===== config.mk =====
export PLATFORM = sky130hd
export DESIGN_NAME = h2c_packer
export DESIGN_NICKNAME = d
export VERILOG_FILES = /design/src/rtl/h2c_packer.sv
export SDC_FILE = /design/constraint.sdc
export NUM_CORES = 1
export LEC_CHECK = 0
export BUFFER_PORTS_ARGS = -buffer_cell sky130_fd_sc_hd__buf_4
export CORE_MARGIN = 2
export CORE_UTILIZATION = 45
export DETAILED_ROUTE_END_ITERATION = 8
export GPL_TIMING_DRIVEN = 0
export PLACE_DENSITY = 0.8
export SLEW_MARGIN = 40
export SYNTH_ARGS = -nofsm -noshare
export SYNTH_HDL_FRONTEND = slang
export SYNTH_SLANG_ARGS = --single-unit

===== constraint.sdc =====
create_clock -name clk -period 2.7 [get_ports clk]
set_input_delay 0.81 -clock clk [delete_from_list [all_inputs] [get_ports clk]]
set_output_delay 0.81 -clock clk [all_outputs]
set_load 0.01 [all_outputs]

===== src/rtl/h2c_packer.sv =====
`default_nettype none
// ============================================================================
// Module   : h2c_packer
// Purpose  : Packs a 64-bit H2C AXI-Stream into 128-bit RAM words. The RAM is
//            split into 8 slots of SLOT_WORDS words, filled in round-robin
//            order. Each completed packet marks its slot busy (DataValid),
//            reports its word count (WrLen/LenValid), and holds the slot until
//            the consumer releases it with a RamValid pulse.
// Revision : 1.0 - initial release
// ----------------------------------------------------------------------------
// Ports
//   clk, rst          : single clock, synchronous active-high reset
//   s_tdata/s_tkeep/s_tlast/s_tvalid/s_tready : AXI-Stream sink (64-bit)
//   WrData/WrEn/WrAddr: RAM write port, 128-bit data, word address
//   DataValid[7:0]    : bit i set = slot i holds a complete packet
//   RamValid[7:0]     : one-cycle pulse on bit i releases slot i
//   WrLen/LenValid    : word count of the last packet, strobed in DONE
//   ErrOvf            : one-cycle strobe when a word is dropped for overflow
// ============================================================================
module h2c_packer #(
  parameter int unsigned SLOT_WORDS = 256,
  parameter logic [31:0] BASE_ADDR  = 32'h0
) (
  input  logic         clk,
  input  logic         rst,
  input  logic [63:0]  s_tdata,
  input  logic [7:0]   s_tkeep,
  input  logic         s_tlast,
  input  logic         s_tvalid,
  output logic         s_tready,
  output logic [127:0] WrData,
  output logic         WrEn,
  output logic [31:0]  WrAddr,
  output logic [7:0]   DataValid,
  input  logic [7:0]   RamValid,
  output logic [15:0]  WrLen,
  output logic         LenValid,
  output logic         ErrOvf
);

  localparam int unsigned SLOT_BITS = $clog2(SLOT_WORDS);
  // One extra bit so the counter can hold SLOT_WORDS itself (slot full).
  localparam int unsigned CNT_W     = SLOT_BITS + 1;

  typedef enum logic [1:0] {
    IDLE = 2'd0,
    LOW  = 2'd1,
    HIGH = 2'd2,
    DONE = 2'd3
  } state_t;

  state_t             state;
  state_t             next_state;

  logic [2:0]         cur_slot;
  logic [CNT_W-1:0]   word_cnt;
  logic [63:0]        low_word;
  logic               ready_ok;
  logic [7:0]         data_valid_q;
  logic [15:0]        len_q;
  logic               wr_en_q;
  logic [127:0]       wr_data_q;
  logic [31:0]        wr_addr_q;
  logic               err_q;

  logic               ready_c;
  logic               word_due;
  logic [127:0]       word_next;
  logic [63:0]        beat_masked;
  logic               cnt_full;
  logic [31:0]        addr_next;
  logic [15:0]        len_ext;
  logic [7:0]         done_mask;

  // --------------------------------------------------------------------------
  // Next-state and handshake decode. s_tready depends on state only, so there
  // is no combinational path from s_tvalid to s_tready.
  // --------------------------------------------------------------------------
  always_comb begin
    next_state  = state;
    ready_c     = 1'b0;
    word_due    = 1'b0;
    word_next   = '0;
    beat_masked = '0;

    for (int i = 0; i < 8; i++) begin
      beat_masked[8*i +: 8] = s_tkeep[i] ? s_tdata[8*i +: 8] : 8'h00;
    end

    case (state)
      IDLE: begin
        // ready_ok delays the first ready by one cycle after reset release.
        if (ready_ok && !data_valid_q[cur_slot]) begin
          next_state = LOW;
        end
      end
      LOW: begin
        ready_c = 1'b1;
        if (s_tvalid) begin
          if (s_tlast) begin
            word_due   = 1'b1;
            word_next  = {64'h0, beat_masked};
            next_state = DONE;
          end else begin
            next_state = HIGH;
          end
        end
      end
      HIGH: begin
        ready_c = 1'b1;
        if (s_tvalid) begin
          word_due   = 1'b1;
          word_next  = {beat_masked, low_word};
          next_state = s_tlast ? DONE : LOW;
        end
      end
      DONE: begin
        next_state = IDLE;
      end
      default: begin
        next_state = IDLE;
      end
    endcase
  end

  always_ff @(posedge clk) begin
    if (rst) begin
      state <= IDLE;
    end else begin
      state <= next_state;
    end
  end

  // --------------------------------------------------------------------------
  // Datapath
  // --------------------------------------------------------------------------
  assign cnt_full  = (word_cnt == CNT_W'(SLOT_WORDS));
  assign addr_next = BASE_ADDR + (32'(cur_slot) << SLOT_BITS) + 32'(word_cnt);
  assign len_ext   = 16'(word_cnt);
  assign done_mask = (state == DONE) ? (8'b1 << cur_slot) : 8'h00;

  always_ff @(posedge clk) begin
    if (rst) begin
      cur_slot     <= '0;
      word_cnt     <= '0;
      low_word     <= '0;
      ready_ok     <= 1'b0;
      data_valid_q <= '0;
      len_q        <= '0;
      wr_en_q      <= 1'b0;
      wr_data_q    <= '0;
      wr_addr_q    <= '0;
      err_q        <= 1'b0;
    end else begin
      ready_ok <= 1'b1;
      wr_en_q  <= 1'b0;
      err_q    <= 1'b0;

      if (state == LOW && s_tvalid) begin
        low_word <= beat_masked;
      end

      // A full slot swallows further words; the packet still runs to tlast.
      if (word_due) begin
        if (cnt_full) begin
          err_q <= 1'b1;
        end else begin
          wr_en_q   <= 1'b1;
          wr_data_q <= word_next;
          wr_addr_q <= addr_next;
          word_cnt  <= word_cnt + CNT_W'(1);
        end
      end

      if (state == DONE) begin
        len_q    <= len_ext;
        cur_slot <= cur_slot + 3'd1;
        word_cnt <= '0;
      end

      // Release first, then set: a set in DONE wins over a same-cycle release.
      data_valid_q <= (data_valid_q & ~RamValid) | done_mask;
    end
  end

  assign s_tready  = ready_c;
  assign WrEn      = wr_en_q;
  assign WrData    = wr_data_q;
  assign WrAddr    = wr_addr_q;
  assign ErrOvf    = err_q;
  assign DataValid = data_valid_q;
  assign LenValid  = (state == DONE);
  assign WrLen     = (state == DONE) ? len_ext : len_q;

endmodule
`default_nettype wire


==> results of run 1 <==
[state kept, by name, indices dropped and copies added, names as in the netlist]
register	cells
WrData	128
DataValid	8
len_q	16
WrEn	1
state	2
ErrOvf	1
WrAddr	12
word_cnt	9
cur_slot	3
low_word	64
ready_ok	1
[kinds of logic after synthesis]
logic type | synth area share, %
muxes | 1.571
xor gates and xnor gates | 0.4469
adders and majority gates | 1.915
AOI/OAI and AO/OA | 15.79
buffers and inverters | 6.486
and+or+nand+nor | 23.70
other | 0.03827
DFF | 50.05
[critical path, stage by stage (launching register included)]
cell and delay, ns:
sky130_fd_sc_hd__dfxtp_2 0.38, sky130_fd_sc_hd__ha_2 0.21, sky130_fd_sc_hd__clkbuf_8 0.18, sky130_fd_sc_hd__mux2_2 0.36
sky130_fd_sc_hd__buf_4 0.15
[where the power goes]
part,switching (mW),leakage (nW),internal (mW)
logic,1.14,2.65,0.646
clock network,1.42,0.408,2.06
registers,0.134,1.98,3.84
[per-stage QoR]
step,setup slack (ns),setup TNS [ns]
3_5_place_dp,-0.5152,-43.61
2_1_floorplan,0.1941,0
3_3_place_gp,-0.4381,-38.05
6_report,0.09198,0
4_1_cts,0.009970,0
5_1_grt,0.03738,0
[synthesized netlist by cell type (all sizes together) (2+ instances only)]
| cell | count | area share [%] |
|---|---|---|
| nor4b | 2 | 0.18 |
| a221oi | 56 | 5.0 |
| dfxtp | 245 | 50 |
| clkbuf | 91 | 3.5 |
| buf | 45 | 2.6 |
| ha | 15 | 1.9 |
| nand4 | 66 | 4.2 |
| or2 | 3 | 0.19 |
| inv | 10 | 0.38 |
| mux2i | 3 | 0.31 |
| a32oi | 8 | 0.72 |
| nand3 | 70 | 3.6 |
| nor3 | 58 | 3.0 |
| xnor2 | 5 | 0.45 |
| and2 | 27 | 1.7 |
| or3 | 3 | 0.19 |
| nand2 | 153 | 5.9 |
| or4 | 2 | 0.15 |
| nand2b | 7 | 0.45 |
| mux2 | 9 | 1.0 |
| a211oi | 12 | 0.97 |
| nor2 | 81 | 3.1 |
| o21ai | 4 | 0.20 |
| and3 | 2 | 0.13 |
| nor2b | 11 | 0.70 |
| a211o | 2 | 0.18 |
| a22oi | 3 | 0.23 |
| a21oi | 153 | 7.8 |
[repair_timing]
action / in CTS / in global routing
endpoints found under the setup margin: 145 / 137
gates resized for setup: 18 / 28
pin swaps: 0 / 0
buffers inserted: 0 / 0
[layer usage]
| layer | vias to the layer above | wire (µm) |
|---|---|---|
| li1 | 4642 | - |
| met1 | 4660 | 13080 |
| met2 | 458 | 14980 |
| met3 | 65 | 2918 |
| met4 | 0 | 877 |
| met5 | - | 0 |
[cell usage in the layout (no fill, tap or decap), types with 9 or more instances in the layout]
master / synthesis / final
sky130_fd_sc_hd__a211oi_1: 11 / 11
sky130_fd_sc_hd__a21oi_1: 153 / 152
sky130_fd_sc_hd__a221oi_1: 56 / 56
sky130_fd_sc_hd__and2_1: 25 / 25
sky130_fd_sc_hd__buf_1: 15 / 13
sky130_fd_sc_hd__buf_2: 10 / 9
sky130_fd_sc_hd__buf_4: 20 / 263
sky130_fd_sc_hd__clkbuf_1: 91 / 83
sky130_fd_sc_hd__clkbuf_16: 0 / 27
sky130_fd_sc_hd__clkbuf_2: 0 / 13
sky130_fd_sc_hd__conb_1: 1 / 20
sky130_fd_sc_hd__dfxtp_1: 245 / 243
sky130_fd_sc_hd__ha_1: 15 / 14
sky130_fd_sc_hd__inv_1: 10 / 10
sky130_fd_sc_hd__mux2_2: 9 / 9
sky130_fd_sc_hd__nand2_1: 152 / 152
sky130_fd_sc_hd__nand3_1: 70 / 70
sky130_fd_sc_hd__nand4_1: 66 / 66
sky130_fd_sc_hd__nor2_1: 81 / 81
sky130_fd_sc_hd__nor2b_1: 11 / 10
sky130_fd_sc_hd__nor3_1: 58 / 58
[area by class of cell]
cell class	count	area (µm²)
plain buffers	134	630.6
clock inverters	6	61.31
repair buffers	243	1824
multi-input cells	787	4375
well taps	275	344.1
flip-flops and latches	245	4907
clock buffers	40	774.5
fillers	1871	8265
inverters	10	37.54
[how the worst max path moves through the flow]
| stage | from | endpoint | slack (ns) | cells after the start |
|---|---|---|---|---|
| floorplan | state[0] | WrLen[12] | 0.19 | 5 |
| global placement | s_tlast | WrData[55] | -0.44 | 6 |
| detailed placement | s_tlast | word_cnt[1] | -0.52 | 7 |
| CTS | state[0] | WrLen[12] | 0.01 | 6 |
| global route | state[0] | WrLen[8] | 0.04 | 4 |
| finish | state[0] | WrLen[8] | 0.09 | 4 |
==> impl_metrics.sql, run 1 <==
INSERT INTO impl_metrics (metric_group, metric, value, unit) VALUES
('detailed_routing', 'vias_per_cell', '5.647', ''),
('power_and_ir_drop', 'leakagePower', '5.035', 'nW'),
('final_layout', 'drive_above_1_share', '23.82', '%'),
('sta', 'final_period_minus_worst_setup_slack', '2.608', 'ns'),
('detailed_routing', 'detail_route.iter0.violations', '791', ''),
('critical_path', 'critical_path.startpoint_type', 'flop', ''),
('synthesis', 'ys.flop_type', 'sky130_fd_sc_hd__dfxtp_1', ''),
('clock_tree', 'cell_at_the_root_of_the_clock_tree', 'sky130_fd_sc_hd__clkbuf_16', ''),
('detailed_routing', 'via_count', '9825', ''),
('synthesis', 'synthesis.yosys.warnings', '0', ''),
('clock_tree', 'cts.sink_count', '245', ''),
('final_layout', 'post_route_utilization', '61.05', '%'),
('final_layout', 'final_nets', '1546', ''),
('critical_path', 'critPathCaptureType', 'output pin', ''),
('sta', 'fmaxAchievable', '383.4', 'MHz'),
('critical_path', 'r2r_end', 'WrData[58]', ''),
('outcome', 'run_status', 'completed', ''),
('die', 'floorplan.initialDensity', '46.18', '%'),
('grt', 'grt_pass1_wl', '48.17', 'mm'),
('synthesis', 'count_of_distinct_cell_types_in_the_synthesized_netlist', '46', ''),
('critical_path', 'timing.rr.start', 'state[1]', ''),
('hold_path', 'hold_path_depth', '2', ''),
('sta', 'timing_worst_slew_pin_value', '0.8963', 'ns'),
('detailed_routing', 'first_pass_iters', '5', ''),
('detailed_routing', 'route.final.wire_length', '31.86', 'mm'),
('clock_tree', 'cts_hold_repair.buffers', '0', ''),
('placed_design', 'placed_cell_areas', '12040', 'µm²'),
('grt', 'grt_max_degree', '14', ''),
('clock_tree', 'numCtsBuffers', '26', ''),
('sta', 'finalCritPeriodShare', '96.59', '%'),
('die', 'die_width', '151.6', 'µm'),
('die', 'top_level_ports', '272', ''),
('grt', 'grtUsageMet3', '4.641', '%'),
('final_layout', 'postLayoutCellArea', '12950', 'µm²'),
('die', 'core_area', '21220', 'µm²'),
('clock_tree', 'clk-insertion-delay-late', '0.52', 'ns'),
('grt', 'fraction_of_met2_tracks_used_by_global_routing', '44.25', '%'),
('grt', 'busiest_layer_in_global_routing', 'met2', ''),
('power_and_ir_drop', 'irDropWorstVdd', '438.3', 'µV'),
('sta', 'holdWs', '0.4490', 'ns'),
('job', 'max-cap-violations', '0', ''),
('critical_path', 'critical_path_arrival', '1.80', 'ns'),
('detailed_routing', 'drcViolationCount', '0', ''),
('critical_path', 'worst_r2r_path_depth', '8', ''),
('clock_tree', 'clock_tree.htree_level_count', '1', ''),
('critical_path', 'reg2reg_slack', '0.18', 'ns'),
('grt', 'antenna_found_initial', '0', ''),
('placed_design', 'gp_congestion', '0.9309', ''),
('hold_path', 'hold_path_startpoint', 'WrData[114]', ''),
('synthesis', 'post_synth.cell_area_avg', '8.455', 'µm²'),
('power_and_ir_drop', 'power_density', '713.6', 'nW/µm²'),
('synthesis', 'fraction_of_the_yosys_area_taken_by_sequential_cells', '50.05', '%'),
('critical_path', 'timing.setup.critical_path_class', 'reg -> out', ''),
('synthesis', 'yosys_register_bits', '245', ''),
('detailed_routing', 'drt-wirelength-per-cell', '18.31', 'µm'),
('synthesis', 'async_flop_share', '0', '%'),
('critical_path', 'worst-path-max-fanout', '10', ''),
('synthesis', 'netlist_area', '9799', 'µm²'),
('final_layout', 'antenna-diode-count', '0', ''),
('power_and_ir_drop', 'fin_total_pwr', '9.244', 'mW'),
('synthesis', 'synth_enable_flop_cells', '0', ''),
('clock_tree', 'clk_pin_slew', '0.06', 'ns'),
('hold_path', 'hold_path.class', 'reg -> reg', ''),
('hold_path', 'worst_hold_path.endpoint', 'WrData[114]', ''),
('grt', 'grt_use_met1', '34.76', '%'),
('sta', 'grt_setup_unrepaired', 'no', ''),
('sta', 'timing.slew.headroom', '40.25', '%'),
('detailed_routing', 'antenna_violating_nets_post_route', '0', ''),
('clock_tree', 'clock_path_buffers', '3', ''),
('final_layout', 'area_delta_synth_final', '32.20', '%'),
('grt', 'first_global_vias', '9064', '');
No activity file was read; power rests on OpenSTA's default activity.
==> run 2, diff against run 1 <==
CORE_UTILIZATION = 52   (was 45)
PLACE_DENSITY = 0.89   (was 0.8)
==> impl_metrics.sql, run 2 (synthesized netlist as in run 1, its figures left out) <==
INSERT INTO impl_metrics (metric_group, metric, value, unit) VALUES
('critical_path', 'crit_path_required_time', '1.89', 'ns'),
('power_and_ir_drop', 'power_density', '720.3', 'nW/µm²'),
('die', 'fp.dieH', '141.3', 'µm'),
('clock_tree', 'cts_hold_repair.buffers', '0', ''),
('die', 'top_level_ports', '272', ''),
('critical_path', 'timing.rr.start', 'word_cnt[0]', ''),
('critical_path', 'critPathCaptureType', 'output pin', ''),
('power_and_ir_drop', 'irDropWorstVdd', '440.0', 'µV'),
('grt', 'first_global_vias', '9326', ''),
('sta', 'grt_setup_unrepaired', 'no', ''),
('final_layout', 'layout_common_cells', '263 x sky130_fd_sc_hd__buf_4, 243 x sky130_fd_sc_hd__dfxtp_1, 152 x sky130_fd_sc_hd__nand2_1, 152 x sky130_fd_sc_hd__a21oi_1', ''),
('hold_path', 'hold_path.class', 'reg -> reg', ''),
('outcome', 'run_status', 'completed', ''),
('sta', 'finClkSkew', '0.01176', 'ns'),
('critical_path', 'timing.setup.critical_path_class', 'reg -> out', ''),
('detailed_routing', 'via_count', '10040', ''),
('clock_tree', 'cell_at_the_root_of_the_clock_tree', 'sky130_fd_sc_hd__clkbuf_16', ''),
('clock_tree', 'clock_path_buffers', '3', ''),
('critical_path', 'critical_path.startpoint_type', 'flop', ''),
('detailed_routing', 'drcViolationCount', '0', ''),
('detailed_routing', 'antenna_violating_nets_post_route', '0', ''),
('critical_path', 'critical_path_arrival', '1.82', 'ns'),
('power_and_ir_drop', 'leakagePower', '5.023', 'nW'),
('final_layout', 'drive_above_1_share', '23.73', '%'),
('hold_path', 'hold_path_depth', '2', ''),
('placed_design', 'gp_congestion', '0.8665', ''),
('detailed_routing', 'first_pass_iters', '5', ''),
('placed_design', 'detailedPlacementHpwl', '22.38', 'mm'),
('final_layout', 'layout_commonest_cell', 'sky130_fd_sc_hd__buf_4', ''),
('final_layout', 'final_nets', '1545', ''),
('clock_tree', 'numCtsBuffers', '25', ''),
('job', 'max-cap-violations', '0', ''),
('critical_path', 'crit_start', 'state[0]', ''),
('grt', 'grt_max_degree', '15', ''),
('sta', 'timing_worst_slew_pin_value', '0.8324', 'ns'),
('final_layout', 'area_delta_synth_final', '31.54', '%'),
('clock_tree', 'clk-insertion-delay-late', '0.51', 'ns'),
('die', 'die_width', '141.3', 'µm'),
('die', 'die_area', '19960', 'µm²'),
('sta', 'finalCritPeriodShare', '97.44', '%'),
('placed_design', 'placed_cell_areas', '11990', 'µm²'),
('grt', 'antenna_found_initial', '0', ''),
('critical_path', 'worst_r2r_path_depth', '9', ''),
('clock_tree', 'cts.sink_count', '245', ''),
('detailed_routing', 'detail_route.iter0.violations', '767', ''),
('die', 'core_area', '18580', 'µm²'),
('sta', 'final_period_minus_worst_setup_slack', '2.631', 'ns'),
('die', 'floorplan.initialDensity', '52.74', '%'),
('grt', 'track_usage', '30.14', '%'),
('critical_path', 'r2r_end', 'WrData[65]', ''),
('placed_design', 'port_buffers', '243', ''),
('die', 'std_cell_rows', '50', ''),
('detailed_routing', 'vias_per_cell', '5.917', ''),
('grt', 'grt_pass1_wl', '48.70', 'mm'),
('critical_path', 'cp_capture_point', 'WrLen[0]', ''),
('clock_tree', 'cts_tree', 'built', ''),
('sta', 'final_report_setup_violation_count', '0', ''),
('final_layout', 'largest_register_ffs', '128', ''),
('detailed_routing', 'route.final.wire_length', '31.72', 'mm'),
('critical_path', 'worst-path-max-fanout', '10', ''),
('clock_tree', 'clock_tree.htree_level_count', '1', ''),
('sta', 'timing.slew.headroom', '44.51', '%'),
('sta', 'fmaxAchievable', '380.1', 'MHz'),
('sta', 'final_max_slew_viol_count', '0', ''),
('power_and_ir_drop', 'fin_total_pwr', '9.284', 'mW'),
('grt', 'grt.overflow.total', '0', ''),
('sta', 'holdWs', '0.4494', 'ns'),
('detailed_routing', 'drt-wirelength-per-cell', '18.69', 'µm'),
('final_layout', 'postLayoutCellArea', '12890', 'µm²'),
('critical_path', 'reg2reg_slack', '0.14', 'ns'),
('sta', 'finalHoldViolCount', '0', ''),
('clock_tree', 'clk_pin_slew', '0.06', 'ns');
run 2: power breakdown:
group	total [mW]	switching, mW	internal (mW)
clock network	3.50	1.39	2.12
logic	1.80	1.16	0.645
registers	3.97	0.138	3.84
total	9.28	2.69	6.60
run 2: layer usage:
layer / routed length, µm / GRT usage (%) / vias up
met1: 12550 / 39.18 / 4749
met5: 0 / 0 / -
met2: 15020 / 49.72 / 549
met3: 2787 / 5.265 / 101
li1: - / - / 4642
met4: 1362 / 12.84 / 0
run 2: repair_timing:
item                                    in CTS  in global routing
buffers inserted                             0                  0
endpoints found under the setup margin     119                 80
resized for setup                           20                 16
run 2: critical path, cell delays in order (launching register included):
cell and delay [ns]:
sky130_fd_sc_hd__dfxtp_2 0.39, sky130_fd_sc_hd__ha_2 0.22, sky130_fd_sc_hd__clkbuf_8 0.18, sky130_fd_sc_hd__mux2_2 0.37, sky130_fd_sc_hd__buf_4 0.15
run 2: worst min-delay path by stage:
stage,start,to,slack (ns)
global placement,len_q[12],len_q[12],0.43
finish,WrData[91],WrData[91],0.45
floorplan,len_q[10],len_q[10],0.42
global route,WrData[116],WrData[116],0.47
detailed placement,len_q[13],len_q[13],0.44
CTS,WrData[109],WrData[109],0.45
run 2: cell type report:
class / count / area [µm²]
diodes: 1 / 2.502
plain buffers: 134 / 629.4
clock buffers: 35 / 713.2
clock inverters: 8 / 118.9
fillers: 1469 / 5690
inverters: 10 / 37.54
multi-input cells: 787 / 4364
flip-flops and latches: 245 / 4907
well taps: 234 / 292.8
repair buffers: 243 / 1824
run 2: stage by stage:
step           utilization, %  std cells  TNS [ns]  setup WS, ns
2_1_floorplan               -       1178         0        0.1941
3_3_place_gp            64.52       1655    -34.95       -0.4237
3_5_place_dp            64.52       1655    -34.69       -0.4209
4_1_cts                 69.27       1698         0      0.006962
5_1_grt                 69.36       1696         0      0.009463
6_report                69.37       1697         0       0.06919
